[config.mk]
export PLATFORM = sky130hd
export DESIGN_NAME = instruction_encoder_loader_flat
export DESIGN_NICKNAME = d
export VERILOG_FILES = /design/src/rtl/instruction_encoder_loader_if.sv /design/src/rtl/instruction_encoder_loader.sv /design/src/flat_wrapper.sv
export SDC_FILE = /design/constraint.sdc
export NUM_CORES = 1
export LEC_CHECK = 0
export ABC_CLOCK_PERIOD_IN_PS = 7050
export CORE_ASPECT_RATIO = 0.8
export CORE_UTILIZATION = 60
export DETAILED_ROUTE_END_ITERATION = 8
export PLACE_DENSITY_LB_ADDON = 0.25
export SYNTH_ARGS = -nofsm -noshare
export SYNTH_HDL_FRONTEND = slang
export SYNTH_SLANG_ARGS = --single-unit
[constraint.sdc]
create_clock -name clk -period 7.05 [get_ports clk]
set_clock_uncertainty 0.1 [all_clocks]
set_input_delay 1.0575 -clock clk [delete_from_list [all_inputs] [get_ports clk]]
set_output_delay 1.0575 -clock clk [all_outputs]
set_load 0.005 [all_outputs]
[src/rtl/instruction_encoder_loader_if.sv]
// Field-set input, instruction-memory write port and status of the instruction encoder/loader.
interface instruction_encoder_loader_if #(
  parameter int unsigned ADDR_WIDTH = 8
);
  logic                  in_valid;
  logic                  in_ready;
  logic [6:0]            opcode;
  logic                  rw;
  logic [1:0]            md;
  logic [1:0]            bs;
  logic                  ps;
  logic                  mw;
  logic [4:0]            fs;
  logic                  ma;
  logic                  mb;
  logic [4:0]            aa;
  logic [4:0]            ba;
  logic                  cs;
  logic                  load_addr;
  logic [ADDR_WIDTH-1:0] start_addr;
  logic                  imem_we;
  logic [ADDR_WIDTH-1:0] imem_addr;
  logic [31:0]           imem_wdata;
  logic                  imem_ready;
  logic                  busy;
  logic                  mem_full;
  logic [ADDR_WIDTH:0]   words_written;

  modport slave (
    input  in_valid, opcode, rw, md, bs, ps, mw, fs, ma, mb, aa, ba, cs,
    input  load_addr, start_addr, imem_ready,
    output in_ready, imem_we, imem_addr, imem_wdata, busy, mem_full, words_written
  );

  modport master (
    output in_valid, opcode, rw, md, bs, ps, mw, fs, ma, mb, aa, ba, cs,
    output load_addr, start_addr, imem_ready,
    input  in_ready, imem_we, imem_addr, imem_wdata, busy, mem_full, words_written
  );
endinterface

[src/rtl/instruction_encoder_loader.sv]
// Packs control fields into 32-bit words, buffers them in a FIFO and writes them to
// sequential instruction-memory addresses under a ready handshake.
module instruction_encoder_loader #(
  parameter int unsigned FIFO_DEPTH = 4,
  parameter int unsigned ADDR_WIDTH = 8
) (
  input logic                         clk,
  input logic                         reset,
  instruction_encoder_loader_if.slave bus
);
  localparam int unsigned PTR_W = $clog2(FIFO_DEPTH);
  localparam int unsigned CNT_W = PTR_W + 1;
  localparam int unsigned WW_W  = ADDR_WIDTH + 1;

  typedef enum logic [1:0] {S_IDLE, S_WRITE, S_HALT} state_e;

  state_e                state_q;
  logic [31:0]           fifo_q [FIFO_DEPTH];
  logic [PTR_W-1:0]      wr_ptr_q, rd_ptr_q, rd_ptr_d;
  logic [CNT_W-1:0]      count_q, count_d;
  logic                  in_ready_q, we_q, we_d, busy_q, full_q;
  logic [ADDR_WIDTH-1:0] addr_q;
  logic [31:0]           wdata_q, head_d, word_c;
  logic [WW_W-1:0]       ww_q;
  logic                  push_c, pop_c, load_ok_c, at_top_c, nonempty_d;

  // FIFO bookkeeping and the word that will sit at the head after this edge
  always_comb begin
    word_c     = {bus.opcode, bus.rw, bus.md, bus.bs, bus.ps, bus.mw,
                  bus.fs, bus.ma, bus.mb, bus.aa, bus.ba, bus.cs};
    push_c     = bus.in_valid && in_ready_q;
    pop_c      = we_q && bus.imem_ready;
    load_ok_c  = bus.load_addr && !we_q;
    at_top_c   = (addr_q == {ADDR_WIDTH{1'b1}});
    rd_ptr_d   = rd_ptr_q + PTR_W'(pop_c);
    count_d    = count_q + CNT_W'(push_c) - CNT_W'(pop_c);
    nonempty_d = (count_d != '0);
    head_d     = (push_c && (wr_ptr_q == rd_ptr_d)) ? word_c : fifo_q[rd_ptr_d];
    we_d       = 1'b0;
    case (state_q)
      S_IDLE:  we_d = !load_ok_c && nonempty_d;
      S_WRITE: we_d = !(pop_c && (at_top_c || !nonempty_d));
      default: we_d = 1'b0;
    endcase
  end

  always_ff @(posedge clk) begin
    if (push_c) fifo_q[wr_ptr_q] <= word_c;
  end

  always_ff @(posedge clk) begin
    if (reset) begin
      state_q    <= S_IDLE;
      wr_ptr_q   <= '0;
      rd_ptr_q   <= '0;
      count_q    <= '0;
      in_ready_q <= 1'b1;
      we_q       <= 1'b0;
      busy_q     <= 1'b0;
      full_q     <= 1'b0;
      addr_q     <= '0;
      wdata_q    <= '0;
      ww_q       <= '0;
    end else begin
      wr_ptr_q   <= wr_ptr_q + PTR_W'(push_c);
      rd_ptr_q   <= rd_ptr_d;
      count_q    <= count_d;
      in_ready_q <= (count_d != CNT_W'(FIFO_DEPTH));
      we_q       <= we_d;
      busy_q     <= nonempty_d || we_d;
      case (state_q)
        S_IDLE: begin
          if (load_ok_c) begin
            addr_q <= bus.start_addr;
            ww_q   <= '0;
            full_q <= 1'b0;
          end else if (nonempty_d) begin
            state_q <= S_WRITE;
            wdata_q <= head_d;
          end
        end
        S_WRITE: begin
          if (pop_c) begin
            ww_q <= ww_q + WW_W'(1);
            if (at_top_c) begin
              state_q <= S_HALT;
              full_q  <= 1'b1;
            end else begin
              addr_q <= addr_q + ADDR_WIDTH'(1);
              if (nonempty_d) wdata_q <= head_d;
              else            state_q <= S_IDLE;
            end
          end
        end
        S_HALT: begin
          // Words stay buffered until a new base address is loaded
          if (load_ok_c) begin
            state_q <= S_IDLE;
            addr_q  <= bus.start_addr;
            ww_q    <= '0;
            full_q  <= 1'b0;
          end
        end
        default: state_q <= S_IDLE;
      endcase
    end
  end

  assign bus.in_ready      = in_ready_q;
  assign bus.imem_we       = we_q;
  assign bus.imem_addr     = addr_q;
  assign bus.imem_wdata    = wdata_q;
  assign bus.busy          = busy_q;
  assign bus.mem_full      = full_q;
  assign bus.words_written = ww_q;
endmodule

[src/flat_wrapper.sv]
// flat-port wrapper written by rule: the top's interface ports become plain ports
module instruction_encoder_loader_flat 
#(
  parameter int unsigned FIFO_DEPTH = 4,
  parameter int unsigned ADDR_WIDTH = 8
)
  (clk, reset, bus_in_valid, bus_opcode, bus_rw, bus_md, bus_bs, bus_ps, bus_mw, bus_fs, bus_ma, bus_mb, bus_aa, bus_ba, bus_cs, bus_load_addr, bus_start_addr, bus_imem_ready, bus_in_ready, bus_imem_we, bus_imem_addr, bus_imem_wdata, bus_busy, bus_mem_full, bus_words_written);
  instruction_encoder_loader_if #(.ADDR_WIDTH(ADDR_WIDTH)) bus_i ();
  input logic clk;
  input logic reset;
  input wire logic [$bits(bus_i.in_valid)-1:0] bus_in_valid;
  input wire logic [$bits(bus_i.opcode)-1:0] bus_opcode;
  input wire logic [$bits(bus_i.rw)-1:0] bus_rw;
  input wire logic [$bits(bus_i.md)-1:0] bus_md;
  input wire logic [$bits(bus_i.bs)-1:0] bus_bs;
  input wire logic [$bits(bus_i.ps)-1:0] bus_ps;
  input wire logic [$bits(bus_i.mw)-1:0] bus_mw;
  input wire logic [$bits(bus_i.fs)-1:0] bus_fs;
  input wire logic [$bits(bus_i.ma)-1:0] bus_ma;
  input wire logic [$bits(bus_i.mb)-1:0] bus_mb;
  input wire logic [$bits(bus_i.aa)-1:0] bus_aa;
  input wire logic [$bits(bus_i.ba)-1:0] bus_ba;
  input wire logic [$bits(bus_i.cs)-1:0] bus_cs;
  input wire logic [$bits(bus_i.load_addr)-1:0] bus_load_addr;
  input wire logic [$bits(bus_i.start_addr)-1:0] bus_start_addr;
  input wire logic [$bits(bus_i.imem_ready)-1:0] bus_imem_ready;
  output wire logic [$bits(bus_i.in_ready)-1:0] bus_in_ready;
  output wire logic [$bits(bus_i.imem_we)-1:0] bus_imem_we;
  output wire logic [$bits(bus_i.imem_addr)-1:0] bus_imem_addr;
  output wire logic [$bits(bus_i.imem_wdata)-1:0] bus_imem_wdata;
  output wire logic [$bits(bus_i.busy)-1:0] bus_busy;
  output wire logic [$bits(bus_i.mem_full)-1:0] bus_mem_full;
  output wire logic [$bits(bus_i.words_written)-1:0] bus_words_written;
  assign bus_i.in_valid = bus_in_valid;
  assign bus_i.opcode = bus_opcode;
  assign bus_i.rw = bus_rw;
  assign bus_i.md = bus_md;
  assign bus_i.bs = bus_bs;
  assign bus_i.ps = bus_ps;
  assign bus_i.mw = bus_mw;
  assign bus_i.fs = bus_fs;
  assign bus_i.ma = bus_ma;
  assign bus_i.mb = bus_mb;
  assign bus_i.aa = bus_aa;
  assign bus_i.ba = bus_ba;
  assign bus_i.cs = bus_cs;
  assign bus_i.load_addr = bus_load_addr;
  assign bus_i.start_addr = bus_start_addr;
  assign bus_i.imem_ready = bus_imem_ready;
  assign bus_in_ready = bus_i.in_ready;
  assign bus_imem_we = bus_i.imem_we;
  assign bus_imem_addr = bus_i.imem_addr;
  assign bus_imem_wdata = bus_i.imem_wdata;
  assign bus_busy = bus_i.busy;
  assign bus_mem_full = bus_i.mem_full;
  assign bus_words_written = bus_i.words_written;
  instruction_encoder_loader #(.FIFO_DEPTH(FIFO_DEPTH), .ADDR_WIDTH(ADDR_WIDTH)) u_core (.clk(clk), .reset(reset), .bus(bus_i));
endmodule
======== After elaboration in Yosys (flattened, before gate mapping) ========
Memories as Yosys holds them, arrays and structs flattened.
Cells that the tools add are included.
word-level totals
  latch bits .............................. 0
  output and inout bits ................... 53
  memory bits (writable) .................. 128
  register bits after elaboration ......... 62
  word-level logic and storage cells ...... 80
  input port bits ......................... 45
  memories ................................ 1
  memory bits (read-only) ................. 0
memory list
  name           words  width  rd ports  clocked after Yosys merged registers in  wr ports  line                              RTL
  u_core.fifo_q  4      32     1         0                                        1         instruction_encoder_loader.sv:18  logic [31:0] fifo_q [FIFO_DEPTH];
cells by class
  reduce and logical (&&, ||, !) cells .... 22
  eq/ne operators ......................... 13
  divide/modulo/power cells ............... 0
  shift-type cells ........................ 0
  order comparisons ....................... 0
  multiplexer cells ....................... 27
  bitwise logic cells ..................... 0
  $mul .................................... 0
  add/subtract/negate cells ............... 6
operator list
  cell                                                   count
  two-way mux 32 bit                                     5
  case mux 32 bit (2 select lines)                       1
  two-way mux 8 bit                                      3
  two-way mux 9 bit                                      2
  case mux 9 bit (2 select lines)                        1
  case mux 8 bit (2 select lines)                        1
  two-way mux 2 bit                                      6
  AND reduction 4 bit                                    3
  inequality test 2 x 1 -> 1 bit, second input constant  5
  adder 9 x 1 -> 9 bit, second input constant            1
  adder 8 x 1 -> 8 bit, second input constant            1
  equality test 8 bit, second input constant             1
  logical AND 1 bit                                      6
  case mux 2 bit (3 select lines)                        1
  two-way mux 1 bit                                      5
  AND reduction 5 bit                                    1
  adder 2 x 1 -> 2 bit                                   2
  zero test 1 bit                                        4
  inequality test 2 bit, second input constant           2
  case mux 1 bit (2 select lines)                        2
  nonzero test 2 bit                                     2
  adder 3 x 1 -> 3 bit                                   1
  inequality test 3 x 2 -> 1 bit, second input constant  1
  inequality test 3 bit, second input constant           1
  9 further kinds                                        10

======== Logic depth before layout (Yosys ltp) ========
  word-level depth ........................ 10
  gate-level depth with buffers ........... 11

======== Worst setup path before layout ========
OpenSTA, ideal clock, no wires.
  kind .................................... input port to flip-flop
  from .................................... in bus_in_valid
  to ...................................... mem u_core.fifo_q[2][0], enable pin
  stages .................................. 2
  setup time .............................. 0.468 ns
  setup slack ............................. 2.926 ns
  arrival ................................. 3.556 ns
  cells stage by stage .................... nand2_1 nor3b_1
between the ends
  cells in the longest elaborated chain, start to end .. 3
RTL lines
  what                                     line                              RTL
  from (decl)                              flat_wrapper.sv:11                input wire logic [$bits(bus_i.in_valid)-1:0] bus_in_valid;
  logical AND 1 bit                        instruction_encoder_loader.sv:31  push_c = bus.in_valid && in_ready_q;
  two-way mux 1 bit                        instruction_encoder_loader.sv:48  if (push_c) fifo_q[wr_ptr_q] <= word_c;
  two-way mux 1 bit (not written as such)  instruction_encoder_loader.sv:48
  to (decl)                                instruction_encoder_loader.sv:18
No other way between the ends.

======== Worst setup path in the final report ========
  from .................................... in bus_imem_ready
  to ...................................... reg u_core.wdata_q[16], in the netlist u_core.bus.imem_wdata[16]
between the ends
  cells in the longest elaborated chain, start to end .. 9
RTL lines
  what                                                                         line                              RTL
  from (decl)                                                                  flat_wrapper.sv:26                input wire logic [$bits(bus_i.imem_ready)-1:0] bus_imem_ready;
  logical AND 1 bit *                                                          instruction_encoder_loader.sv:32  pop_c = we_q && bus.imem_ready;
  parallel branches: the longest is 8 deep, another holds memory (4 x 32 bit)  n/a
  to (signal assigned)                                                         instruction_encoder_loader.sv:62  wdata_q <= '0;
  to (signal assigned)                                                         instruction_encoder_loader.sv:79  wdata_q <= head_d;
  to (signal assigned)                                                         instruction_encoder_loader.sv:90  if (nonempty_d) wdata_q <= head_d;
  to (decl)                                                                    instruction_encoder_loader.sv:23  logic [31:0] wdata_q, head_d, word_c;
Mark *: on every way between the ends. The select of a mux whose other input is x is not followed.
A chain may end at the register's enable or synchronous reset.

==> reports/metrics.sh <==
SETUP.WORST_PATH.START_CLASS='input port'
MAX-CLOCK-PATH-BUFFERS=2
PLACE_WORST_SETUP_SLACK_NS=2.08
HOLD-WORST-SLACK_NS=0.405
CORE-AREA_UM2=12900
WORST_SLEW_PIN_SLEW_NS=1.01
SYN-MEAN-INSTANCE-AREA_UM2=16.0
NUMCTSBUFFERS=17
GR-TOTAL-OVERFLOW=0
FIN_TNS_SETUP_NS=0
GRT_ANTENNA_BEFORE_REPAIR=0
FIRST_GLOBAL_VIAS=4865
CRITPATHMOSTFREQUENTCELL='nand2_1'
HORIZONTAL_DIE_DIMENSION_UM=131
ROUTE.VIAS.TOTAL=4698
SYNTH_SEQ_AREA_SHARE=0.641
POST_SYNTH_INST_COUNT=497
RSZ0062_AT_GRT='no'
SLOWEST_DELAY_NS=0.97
CTS_HOLD_BUFFERS=0
SYNTH.CELL_AREA_UM2=7930
DETAIL_ROUTE_ANTENNA_NETS=0
DPL_WIRE_LENGTH_UM=9440
POWER_DENSITY_nW_PER_UM2=431
FINISH.INSTANCE_AREA_UM2=9630
GR-USAGE-ALL-LAYERS=0.253
ASYNCSETRESETFLOPFRACSYNTH=0
STATIC_LEAKAGE_nW=3.29
WORST-PATH-BUF-INV=1
FIRST_ITER_VIOLATIONS=399
TOP_LEVEL_I_O_COUNT=98
TOTAL_POWER_W=0.00415
RESULT_OF_THE_RUN='finished, final reports clean'
GRT_FIRST_PASS_WIRELENGTH_UM=25400
CLKTRANSATPATHREGS_NS=0.07
DOMINANTREGCELLSYNTH='edfxtp_1'
FILL_CELLS=814
REG2REG_SLACK_NS=3.11
SYNTH-WARNING-COUNT=0
TIMING.FINAL.SETUP_VIOLATIONS=0
PLACEMENT_ROWS=37
FINAL_MIN_PERIOD_OVER_CLOCK_PERIOD=0.647
CP_TOP_FAMILY='simple AND/OR/NAND/NOR gates'
DETAIL_ROUTE.WIRELENGTH_UM=16100
POST_ROUTE_CELLS_DRIVE_ABOVE_1_SHARE=0.205
IR_DROP_mV=0.230
PLACEDINSTANCEAREA_UM2=8980
FINALHOLDVIOLCOUNT=0
CTS.ROOT.BUFFER_CELL='clkbuf_16'
SYNTH.FF_LATCH_COUNT=190
WORST_EP_REQUIRED_TIME_NS=7.21
CAP_VIOLATIONS=0
FINAL.SETUP.WORST_SLACK_NS=2.49
MAXCLOCKFREQUENCY_MHz=219
DIE_HEIGHT_UM=105
POST_DRT_VIA_CELL_RATIO=6.07
AREAGROWTHSYNTHTOFINISH_PCT=21.4
FINAL_PERIOD_MINUS_WORST_SETUP_SLACK_NS=4.56
POSTCTSRESIZEDCELLS=0
POST_SYNTHESIS_CELL_TYPE_COUNT=55
DIE_FOOTPRINT_UM2=13700
CRITICAL_PATH.ENDPOINT_TYPE='flip-flop'
CRIT_TYPE='input port to flip-flop'
CTS.REPAIR_TIMING.SETUP_BUFFER_COUNT=0
TRITONCTS='yes'
HTREEDEPTH=4
WORST_EP_ARRIVAL_TIME_NS=4.72
TIMING.CRITICAL_PATH.CELLS='clkdlybuf4s50_1 > nand2_1 > or2_2 > nand2_1 > ha_1 > fa_1 > xor3_1 > a2bb2oi_4 > and2_2 > a211oi_2'
PORTBUFFERS=97
DR.PASS1.ITERS=4
CRITPATHMAXFANOUT=33
TIMING_MAX_TRANSITION_VIOLATIONS_FINAL=0
START_UTIL=0.616
CRITPATHSLOWESTCELL='and2_2'
GRT_START_MAX_NET_PINS=55
SYNTH_ENABLE_FLOP_CELLS=128
ROUTE.DETAILED.WL_PER_INST_UM=20.8
ANTENNA_CELLS_INSERTED=0
FINAL_NETS=637
SYNTHESIS.NETS=548
GP_ROUTABILITY_CONGESTION=0.780
DRC=0
MAX_SLEW_MARGIN=0.324
HOLD_CLASS='flip-flop to flip-flop'
WORST_SKEW_PAIR.LATE_LATENCY_NS=0.43
CTS_SINKS=190
## layer usage
| layer | part of all wire | global-route usage | up-vias |
|---|---|---|---|
| met4 | 0.0098 | 0.0714 | 0 |
| met2 | 0.49 | 0.392 | 145 |
| met1 | 0.45 | 0.358 | 2395 |
| met3 | 0.053 | 0.0625 | 16 |
| li1 | - | - | 2142 |
| met5 | 0 | 0 | - |
## cells by family after synthesis
| kind of cell | after synthesis | share of synthesized area |
|---|---|---|
| mux | 65 | 0.132 |
| compound gates | 110 | 0.114 |
| fa+ha+maj | 6 | 0.0104 |
| flops | 190 | 0.641 |
| simple gates | 78 | 0.0550 |
| xor+xnor | 10 | 0.0156 |
| buf+inv | 38 | 0.0319 |
## cells in the final DEF (no fill, tap or decap), drive strengths merged, types with 4 or more instances in the layout
cell,instances
edfxtp,128
clkdlybuf4s50,96
dfxtp,62
a21oi,45
a211oi,40
mux2i,33
mux4,32
nand2,17
nor2,17
clkbuf,17
inv,12
o21ai,11
nand3,8
buf,7
nor2b,6
xor2,5
ha,5
and4,4
bufinv,4
clkinv,4
## registers in the layout (all words and copies together), names as in the netlist
name	flops
u_core.fifo_q	128
u_core.bus.imem_wdata	32
u_core.bus.words_written	9
u_core.bus.imem_addr	8
u_core.count_q	3
u_core.rd_ptr_q	2
u_core.state_q	2
u_core.wr_ptr_q	2
u_core.bus.busy	1
u_core.bus.imem_we	1
u_core.bus.in_ready	1
u_core.bus.mem_full	1
## path summary, 6_finish.rpt
path                                                          startpoint                                       end  cells past startpoint
worst max-delay path                                      bus_imem_ready    u_core.bus.imem_wdata[16]$_SDFFE_PP0P_                     10
worst min-delay path            u_core.bus.words_written[8]$_SDFFE_PP0P_  u_core.bus.words_written[8]$_SDFFE_PP0P_                      2
worst max register to register             u_core.bus.imem_we$_SDFF_PP0_    u_core.bus.imem_wdata[16]$_SDFFE_PP0P_                      9
worst min register to register  u_core.bus.words_written[8]$_SDFFE_PP0P_  u_core.bus.words_written[8]$_SDFFE_PP0P_                      2
## area by class of cell
type,count,area [um2],area share
Sequential cell,190,5080,0.528
Timing Repair Buffer,103,1010,0.105
Clock buffer,17,425,0.0442
Tap cell,175,219,0.0227
Inverter,5,18.8,0.00195
Clock inverter,15,220,0.0229
Multi-Input combinational cell,269,2650,0.275
## synthesized netlist by cell type (3+ instances only)
cell / instances / area (um2)
inv_1: 5 / 18.8
and4_1: 4 / 35.0
buf_12: 3 / 60.1
edfxtp_1: 128 / 3840
a21oi_1: 43 / 215
buf_6: 5 / 56.3
buf_2: 10 / 50.1
dfxtp_1: 62 / 1240
and3_1: 3 / 18.8
o21ai_0: 11 / 55.1
ha_1: 5 / 62.6
or3_1: 3 / 18.8
nor2_1: 17 / 63.8
nand3_1: 7 / 35.0
xor2_1: 4 / 35.0
nand4_1: 3 / 18.8
nand2_1: 17 / 63.8
mux2i_1: 33 / 330
clkbuf_1: 12 / 45.0
buf_4: 3 / 22.5
nor2b_1: 6 / 37.5
a211oi_2: 34 / 425
nor3_1: 3 / 15.0
mux4_2: 32 / 721
xnor2_1: 3 / 26.3
a211oi_1: 6 / 45.0
## through the flow
stage                util  std cells
floorplan               -        497
global placement    0.698        742
detailed placement  0.698        742
CTS                 0.748        774
global route        0.748        774
finish              0.748        774
## power breakdown
| group | switching (W) | internal, W |
|---|---|---|
| clock | 0.000438 | 0.000607 |
| combinational | 0.000828 | 0.000716 |
| sequential | 0.000144 | 0.00142 |
## worst reg2reg max path, cell delays in order (launching register included)
cell	delay, ns
dfxtp_1	0.47
nand2_1	0.23
or2_2	0.36
nand2_1	0.08
ha_1	0.16
fa_1	0.17
xor3_1	0.29
a2bb2oi_4	0.75
and2_2	0.97
a211oi_2	0.19
Power figures use the tool's default switching activity.
